===== config.mk =====
export PLATFORM = sky130hd
export DESIGN_NAME = hwpe_ctrl_useq
export DESIGN_NICKNAME = d
export VERILOG_FILES = /design/src/rtl/hwpe_ctrl_useq_pkg.sv /design/src/rtl/hwpe_ctrl_useq_loop_sel.sv /design/src/rtl/hwpe_ctrl_useq.sv
export SDC_FILE = /design/constraint.sdc
export NUM_CORES = 2
export LEC_CHECK = 0
export ABC_AREA = 1
export CAP_MARGIN = 20
export CORE_AREA = 4 4 546 548
export CTS_CLUSTER_DIAMETER = 40
export DETAILED_ROUTE_END_ITERATION = 12
export DIE_AREA = 0 0 550 552
export PLACE_DENSITY = 0.3
export SLEW_MARGIN = 10
export SYNTH_ARGS = -nofsm -noshare
export SYNTH_HDL_FRONTEND = slang
export SYNTH_SLANG_ARGS = --single-unit

===== constraint.sdc =====
create_clock -name clk_i -period 12.6 [get_ports clk_i]
set_input_delay 3.78 -clock clk_i [delete_from_list [all_inputs] [get_ports clk_i]]
set_output_delay 3.78 -clock clk_i [all_outputs]
set_load 0.02 [all_outputs]

===== src/rtl/hwpe_ctrl_useq_pkg.sv =====
// Shared types, default sizes and helpers for the HWPE microcode loop sequencer.
package hwpe_ctrl_useq_pkg;

  localparam int unsigned DEF_NB_LOOPS  = 6;
  localparam int unsigned DEF_LENGTH    = 16;
  localparam int unsigned DEF_NB_REG    = 4;
  localparam int unsigned DEF_NB_RO_REG = 28;
  localparam int unsigned DEF_REG_WIDTH = 32;
  localparam int unsigned DEF_CNT_WIDTH = 12;
  localparam int unsigned DEF_ADDR_W    = $clog2(DEF_LENGTH);
  localparam int unsigned DEF_OPND_W    =
    $clog2(DEF_NB_RO_REG > DEF_NB_REG ? DEF_NB_RO_REG : DEF_NB_REG);

  typedef enum logic [1:0] {IDLE, EMIT, UPDATE, DONE} useq_state_t;

  // One micro-op at default sizes: reg[a] += op_sel ? reg[b] : ro_regs[b]
  typedef struct packed {
    logic                  op_sel;
    logic [DEF_OPND_W-1:0] a;
    logic [DEF_OPND_W-1:0] b;
  } useq_op_t;

  // Index width that stays at least one bit for single-entry sizes
  function automatic int unsigned clog2_min1(input int unsigned n);
    return (n > 1) ? $clog2(n) : 1;
  endfunction

endpackage


===== src/rtl/hwpe_ctrl_useq_loop_sel.sv =====
// Finds the lowest loop whose index has not yet reached range-1 (range 0 counts as 1).
module hwpe_ctrl_useq_loop_sel
  import hwpe_ctrl_useq_pkg::*;
#(
  parameter int unsigned NB_LOOPS  = DEF_NB_LOOPS,
  parameter int unsigned CNT_WIDTH = DEF_CNT_WIDTH,
  parameter int unsigned SEL_W     = clog2_min1(NB_LOOPS)
) (
  input  logic [NB_LOOPS*CNT_WIDTH-1:0] idx,
  input  logic [NB_LOOPS*CNT_WIDTH-1:0] range_cnt,
  output logic [SEL_W-1:0]              sel_c,
  output logic                          all_done_c
);

  logic [NB_LOOPS-1:0] last;

  // >= keeps a counter from ever stepping past range-1
  always_comb begin
    last = '0;
    for (int unsigned j = 0; j < NB_LOOPS; j++) begin
      last[j] = (range_cnt[j*CNT_WIDTH +: CNT_WIDTH] == '0) ||
                (idx[j*CNT_WIDTH +: CNT_WIDTH] >=
                 range_cnt[j*CNT_WIDTH +: CNT_WIDTH] - CNT_WIDTH'(1));
    end
  end

  always_comb begin
    sel_c      = '0;
    all_done_c = 1'b1;
    for (int unsigned j = 0; j < NB_LOOPS; j++) begin
      if (all_done_c && !last[j]) begin
        sel_c      = SEL_W'(j);
        all_done_c = 1'b0;
      end
    end
  end

endmodule


===== src/rtl/hwpe_ctrl_useq.sv =====
// Microcode loop sequencer: walks nested loops, runs per-loop micro-ops, emits offs/idx tuples.
// Optional HWPE_CTRL_USEQ_SHADOW_EN latches the program inputs on start.
module hwpe_ctrl_useq
  import hwpe_ctrl_useq_pkg::*;
#(
  parameter int unsigned NB_LOOPS  = DEF_NB_LOOPS,
  parameter int unsigned LENGTH    = DEF_LENGTH,
  parameter int unsigned NB_REG    = DEF_NB_REG,
  parameter int unsigned NB_RO_REG = DEF_NB_RO_REG,
  parameter int unsigned REG_WIDTH = DEF_REG_WIDTH,
  parameter int unsigned CNT_WIDTH = DEF_CNT_WIDTH,
  parameter int unsigned ADDR_W    = clog2_min1(LENGTH),
  parameter int unsigned OPND_W    = clog2_min1(NB_REG > NB_RO_REG ? NB_REG : NB_RO_REG),
  parameter int unsigned ACC_W     = clog2_min1(NB_LOOPS)
) (
  input  logic                             clk_i,
  input  logic                             rst_ni,
  input  logic                             clear_i,
  input  logic                             start_i,
  input  logic                             ready_i,
  input  logic [NB_LOOPS*ADDR_W-1:0]       loop_addr_i,
  input  logic [NB_LOOPS*(ADDR_W+1)-1:0]   loop_nbops_i,
  input  logic [LENGTH*(1+2*OPND_W)-1:0]   code_i,
  input  logic [NB_LOOPS*CNT_WIDTH-1:0]    range_i,
  input  logic [NB_RO_REG*REG_WIDTH-1:0]   ro_regs_i,
  input  logic [ACC_W-1:0]                 accum_loop_i,
  output logic                             valid_o,
  output logic [NB_REG*REG_WIDTH-1:0]      offs_o,
  output logic [NB_LOOPS*CNT_WIDTH-1:0]    idx_o,
  output logic                             accum_o,
  output logic                             done_o,
  output logic                             busy_o
);

  localparam int unsigned OP_W    = 1 + 2*OPND_W;
  localparam int unsigned NBOPS_W = ADDR_W + 1;

  useq_state_t            state_q, state_d;
  logic [CNT_WIDTH-1:0]   idx_q  [NB_LOOPS];
  logic [CNT_WIDTH-1:0]   idx_d  [NB_LOOPS];
  logic [REG_WIDTH-1:0]   offs_q [NB_REG];
  logic [REG_WIDTH-1:0]   offs_d [NB_REG];
  logic [ADDR_W-1:0]      ptr_q, ptr_d;
  logic [NBOPS_W-1:0]     cnt_q, cnt_d;
  logic                   valid_d, done_d, busy_d, accum_d;

  logic [NB_LOOPS*ADDR_W-1:0]     loop_addr_e;
  logic [NB_LOOPS*NBOPS_W-1:0]    loop_nbops_e;
  logic [LENGTH*OP_W-1:0]         code_e;
  logic [NB_LOOPS*CNT_WIDTH-1:0]  range_e;
  logic [ACC_W-1:0]               accum_loop_e;

`ifdef HWPE_CTRL_USEQ_SHADOW_EN
  logic [NB_LOOPS*ADDR_W-1:0]     loop_addr_s;
  logic [NB_LOOPS*NBOPS_W-1:0]    loop_nbops_s;
  logic [LENGTH*OP_W-1:0]         code_s;
  logic [NB_LOOPS*CNT_WIDTH-1:0]  range_s;
  logic [ACC_W-1:0]               accum_loop_s;

  // Program snapshot taken when a sequence is launched
  always_ff @(posedge clk_i or negedge rst_ni) begin
    if (!rst_ni) begin
      loop_addr_s  <= '0;
      loop_nbops_s <= '0;
      code_s       <= '0;
      range_s      <= '0;
      accum_loop_s <= '0;
    end else if (state_q == IDLE && start_i && !clear_i) begin
      loop_addr_s  <= loop_addr_i;
      loop_nbops_s <= loop_nbops_i;
      code_s       <= code_i;
      range_s      <= range_i;
      accum_loop_s <= accum_loop_i;
    end
  end

  assign loop_addr_e  = loop_addr_s;
  assign loop_nbops_e = loop_nbops_s;
  assign code_e       = code_s;
  assign range_e      = range_s;
  assign accum_loop_e = accum_loop_s;
`else
  assign loop_addr_e  = loop_addr_i;
  assign loop_nbops_e = loop_nbops_i;
  assign code_e       = code_i;
  assign range_e      = range_i;
  assign accum_loop_e = accum_loop_i;
`endif

  logic [NB_LOOPS*CNT_WIDTH-1:0] idx_flat;
  logic [ACC_W-1:0]              sel;
  logic                          all_done;
  logic [ADDR_W-1:0]             sel_addr;
  logic [NBOPS_W-1:0]            sel_nbops;
  logic [OP_W-1:0]               op_word;
  logic                          op_sel;
  logic [OPND_W-1:0]             op_a, op_b;
  logic [REG_WIDTH-1:0]          opnd;

  always_comb begin
    idx_flat = '0;
    for (int unsigned j = 0; j < NB_LOOPS; j++) idx_flat[j*CNT_WIDTH +: CNT_WIDTH] = idx_q[j];
  end

  hwpe_ctrl_useq_loop_sel #(
    .NB_LOOPS  (NB_LOOPS),
    .CNT_WIDTH (CNT_WIDTH),
    .SEL_W     (ACC_W)
  ) i_loop_sel (
    .idx        (idx_flat),
    .range_cnt  (range_e),
    .sel_c      (sel),
    .all_done_c (all_done)
  );

  always_comb begin
    sel_addr  = '0;
    sel_nbops = '0;
    for (int unsigned j = 0; j < NB_LOOPS; j++) begin
      if (sel == ACC_W'(j)) begin
        sel_addr  = loop_addr_e[j*ADDR_W +: ADDR_W];
        sel_nbops = loop_nbops_e[j*NBOPS_W +: NBOPS_W];
      end
    end
  end

  // Micro-op fetch and operand read; out-of-range operand indices read 0
  always_comb begin
    op_word = '0;
    for (int unsigned i = 0; i < LENGTH; i++)
      if (ptr_q == ADDR_W'(i)) op_word = code_e[i*OP_W +: OP_W];
    op_sel = op_word[OP_W-1];
    op_a   = op_word[OP_W-2 -: OPND_W];
    op_b   = op_word[OPND_W-1:0];
    opnd   = '0;
    for (int unsigned i = 0; i < NB_REG; i++)
      if (op_sel && op_b == OPND_W'(i)) opnd = offs_q[i];
    for (int unsigned i = 0; i < NB_RO_REG; i++)
      if (!op_sel && op_b == OPND_W'(i)) opnd = ro_regs_i[i*REG_WIDTH +: REG_WIDTH];
  end

  always_comb begin
    state_d = state_q;
    idx_d   = idx_q;
    offs_d  = offs_q;
    ptr_d   = ptr_q;
    cnt_d   = cnt_q;
    case (state_q)
      IDLE: begin
        if (start_i) begin
          state_d = EMIT;
          for (int unsigned j = 0; j < NB_LOOPS; j++) idx_d[j] = '0;
          for (int unsigned i = 0; i < NB_REG; i++) offs_d[i] = '0;
        end
      end
      EMIT: begin
        if (ready_i) begin
          if (all_done) begin
            state_d = DONE;
          end else begin
            for (int unsigned j = 0; j < NB_LOOPS; j++) begin
              if (ACC_W'(j) == sel)     idx_d[j] = idx_q[j] + CNT_WIDTH'(1);
              else if (ACC_W'(j) < sel) idx_d[j] = '0;
            end
            ptr_d   = sel_addr;
            cnt_d   = sel_nbops;
            state_d = (sel_nbops == '0) ? EMIT : UPDATE;
          end
        end
      end
      UPDATE: begin
        for (int unsigned i = 0; i < NB_REG; i++)
          if (op_a == OPND_W'(i)) offs_d[i] = offs_q[i] + opnd;
        ptr_d = (ptr_q == ADDR_W'(LENGTH-1)) ? '0 : ptr_q + ADDR_W'(1);
        cnt_d = cnt_q - NBOPS_W'(1);
        if (cnt_q <= NBOPS_W'(1)) state_d = EMIT;
      end
      DONE:    state_d = IDLE;
      default: state_d = IDLE;
    endcase

    if (clear_i) begin
      state_d = IDLE;
      for (int unsigned j = 0; j < NB_LOOPS; j++) idx_d[j] = '0;
      for (int unsigned i = 0; i < NB_REG; i++) offs_d[i] = '0;
      ptr_d = '0;
      cnt_d = '0;
    end

    valid_d = (state_d == EMIT);
    done_d  = (state_d == DONE);
    busy_d  = (state_d != IDLE);
    accum_d = valid_d;
    for (int unsigned j = 0; j < NB_LOOPS; j++)
      if (j < 32'(accum_loop_e) && idx_d[j] != '0) accum_d = 1'b0;
  end

  always_ff @(posedge clk_i or negedge rst_ni) begin
    if (!rst_ni) begin
      state_q <= IDLE;
      for (int unsigned j = 0; j < NB_LOOPS; j++) idx_q[j] <= '0;
      for (int unsigned i = 0; i < NB_REG; i++) offs_q[i] <= '0;
      ptr_q   <= '0;
      cnt_q   <= '0;
      valid_o <= 1'b0;
      done_o  <= 1'b0;
      busy_o  <= 1'b0;
      accum_o <= 1'b0;
    end else begin
      state_q <= state_d;
      idx_q   <= idx_d;
      offs_q  <= offs_d;
      ptr_q   <= ptr_d;
      cnt_q   <= cnt_d;
      valid_o <= valid_d;
      done_o  <= done_d;
      busy_o  <= busy_d;
      accum_o <= accum_d;
    end
  end

  for (genvar g = 0; g < NB_REG; g++) begin : g_offs
    assign offs_o[g*REG_WIDTH +: REG_WIDTH] = offs_q[g];
  end
  for (genvar g = 0; g < NB_LOOPS; g++) begin : g_idx
    assign idx_o[g*CNT_WIDTH +: CNT_WIDTH] = idx_q[g];
  end

endmodule


==> run summary <==
Worst hold endpoint: offs_o[83]$_DFFE_PN0P_
Hold_buf cts: 0
Setup WS post-layout: 0.459 ns
Initial drt markers: 3146
Sequential area share after synthesis: 18.6%
WP buf/inv: 9
Area delta synth->final: 91.6%
Max-slew violation count: 0
Initial Utilization: 9.87%
Post-synthesis register bit count: 215
Row count: 199
Worst-skew pair later-pin latency: 0.64 ns
Commonest non-fill, non-tap cell in the layout: nand2_1
Peak VDD IR: 0.0000875 V
Reg2Reg Setup Slack: 1.80 ns
Initial DRT Pass Iterations: 5
Final net count: 8186
CTS tree: built
DIE WIDTH: 550 um
R2r endpoint: offs_o[31]$_DFFE_PN0P_
Commonest non-fill, non-tap cells in the layout: nand2_1, clkdlybuf4s50_1, buf_4
Final Util: 18.9%
Vias in the first global route: 42400
# IOs: 1410
Worst hold path class: register to register
Via count: 42300
Worst Max-Slew Pin Slew: 1.08 ns
Pin count of the biggest net entering global routing: 130
Critical Path AT: 12.65 ns
Max stage delay cell, worst path: clkdlybuf4s50_1
CP max stage delay: 0.46 ns
F_max: 0.0824 GHz
Synth warnings: 0
Synth Instances: 4801
Post-route DRC: 0
Count of cell types in the netlist: 70
WL final: 309000 um
Max Buffers Root-to-Sink: 3
CP startpoint kind: input port
Initial antenna violation count: 134
Synthesized area: 28900 sq um
Via-per-instance ratio: 3.94
CP delay by family, top: simple AND/OR/NAND/NOR gates
Core area: 293000 sq um
Tmin final: 12.14 ns
PD cells: 132 nW/um^2
Cts bufs inserted: 66
Clock-pin slew on the worst setup and hold paths: 0.05 ns
Most frequent CP cell: nand2_1
Max cap viols: 0
RePlAce Congestion: 0.994
Number of routed nets with antenna violations: 0
Synth Area per Inst: 6.03 sq um
Critical Path Fanout Max: 9
H-tree depth: 3
Number of port buffers: 1409
Status: finished clean
Die height: 552 um
First-pass GRT wire length: 399000 um
GR Util All Layers: 19.3%
DP Worst Slack: -0.862 ns
Skew final: 0.0420 ns
Syn Nets: 6256
Worst Setup Path Type: input port to register
Hold-critical path depth: 1
Die footprint: 304000 sq um
HPWL after DPL: 273000 um
Final period util: 96.4%
Slew margin rel.: 27.9%
Critical path endpoint category: register
Wire length per cell: 28.8 um
FFs w/ async S/R, synth: 100%
Setup violators final: 0
Critical R2R Launch: ptr_q[1]$_DFFE_PN0P_
LEAKAGE: 24.0 nW
Root Driver: clkbuf_16
Worst r2r path cells: 65
Final hold violations: 0
GRT overflow: 0
Share of cells above drive strength 1: 15.2%
Required time worst endpoint: 13.10 ns
Clock Sinks: 215
Synth Flop Type: dfrtp_1
Source of the worst hold timing path: offs_o[83]$_DFFE_PN0P_
EDFF count, synth: 0
## stage by stage
stage          power [W]  std cells  area, sq um   TNS (ns)  hold slack (ns)
6_report         0.00732      10700        55400          0            0.552
5_1_grt          0.00777      10700        55400  -0.000951            0.564
4_1_cts          0.00728      10700        54700          0            0.554
3_5_place_dp     0.00540      10600        52300     -15.64            0.542
3_3_place_gp     0.00541      10600        52300     -18.37            0.548
2_1_floorplan    0.00244       4801        28900          0            0.533
## layout make-up
class / instances / area [sq um]
Fill cell: 33600 / 238000
Multi-Input combinational cell: 3870 / 21400
Timing Repair Buffer: 2037 / 19300
Sequential cell: 215 / 5380
Tap cell: 3919 / 4900
Inverter: 541 / 2040
Clock buffer: 99 / 2000
Clock inverter: 21 / 354
Antenna cell: 30 / 75.1
## worst register-to-register path: cells and delay by family, from the launching register on
| kind | cells | cell delay, ns |
|---|---|---|
| and+or+nand+nor | 39 | 5.60 |
| xor gates and xnor gates | 1 | 0.16 |
| buffers and inverters | 13 | 2.71 |
| DFF | 1 | 0.40 |
| adders and majority gates | 2 | 0.52 |
| AOI/OAI and AO/OA | 10 | 1.32 |
## timing repair
item | in CTS | in global routing
endpoints found under the setup margin | 6 | 38
resized for setup | 8 | 166
pin swaps | 5 | 96
gates cloned | 0 | 0
setup buffers | 0 | 11
## how the worst max path moves through the flow
stage | from | end | slack, ns | depth (start not counted)
finish | code_i[3] | offs_o[31]$_DFFE_PN0P_ | 0.46 | 66
global route | code_i[0] | offs_o[31]$_DFFE_PN0P_ | -0.001 | 65
global placement | code_i[2] | offs_o[95]$_DFFE_PN0P_ | -0.97 | 66
detailed placement | code_i[24] | offs_o[127]$_DFFE_PN0P_ | -0.86 | 64
floorplan | code_i[25] | offs_o[126]$_DFFE_PN0P_ | 2.44 | 67
CTS | code_i[2] | offs_o[31]$_DFFE_PN0P_ | 0.002 | 69
## synth_stat cells, types with 10 or more instances
cell type / number / share of area [%]
or2_2: 95 / 2.1
o41ai_1: 10 / 0.30
nor3_1: 52 / 0.90
dfrtp_1: 215 / 19
a21oi_1: 335 / 5.8
nand2_2: 12 / 0.26
nor2_1: 466 / 6.0
o21ai_1: 27 / 0.47
buf_2: 45 / 0.78
clkbuf_1: 110 / 1.4
a21o_1: 18 / 0.47
nor4_1: 26 / 0.56
nand2_1: 1474 / 19
o22ai_1: 53 / 1.1
xor2_1: 92 / 2.8
or3_1: 11 / 0.24
xnor2_1: 60 / 1.8
o21bai_1: 12 / 0.31
buf_4: 10 / 0.26
nand3_1: 230 / 4.0
inv_2: 15 / 0.19
nand4_1: 212 / 4.6
o211ai_1: 58 / 1.5
inv_1: 518 / 6.7
a31oi_1: 19 / 0.41
o21ai_0: 216 / 3.7
ha_1: 245 / 11
a221oi_1: 23 / 0.70
## cell families (layout without fill, tap and decap cells)
family | after synthesis | after routing | synth area share, %
buffers and inverters | 716 | 2698 | 9.80
other | 0 | 30 | 0
and+or+nand+nor | 2631 | 2631 | 39.3
DFF | 215 | 215 | 18.6
xor gates and xnor gates | 152 | 152 | 4.60
muxes | 2 | 2 | 0.0692
adders and majority gates | 249 | 249 | 10.9
AOI/OAI and AO/OA | 836 | 836 | 16.8
## routing by layer
layer / up-vias / part of all wire [%] / global-route usage (%)
met5: - / 0.23 / 0
met4: 108 / 1.7 / 3.82
met3: 325 / 8.1 / 6.08
met2: 1519 / 47 / 32.1
met1: 20400 / 43 / 24.5
li1: 19900 / - / -
## state kept, by name (all words and copies together), names as in the netlist
register,flops
ptr_q,4
idx_o,72
done_o,1
offs_o,128
busy_o,1
state_q,2
accum_o,1
valid_o,1
cnt_q,5
## where the power goes
group	switching [W]	internal, W	leakage [nW]
Sequential	0.0000525	0.000717	2.99
Combinational	0.00276	0.00198	19.9
Clock	0.000561	0.00125	1.15
Note: power is estimated with default switching activity, not from simulation.
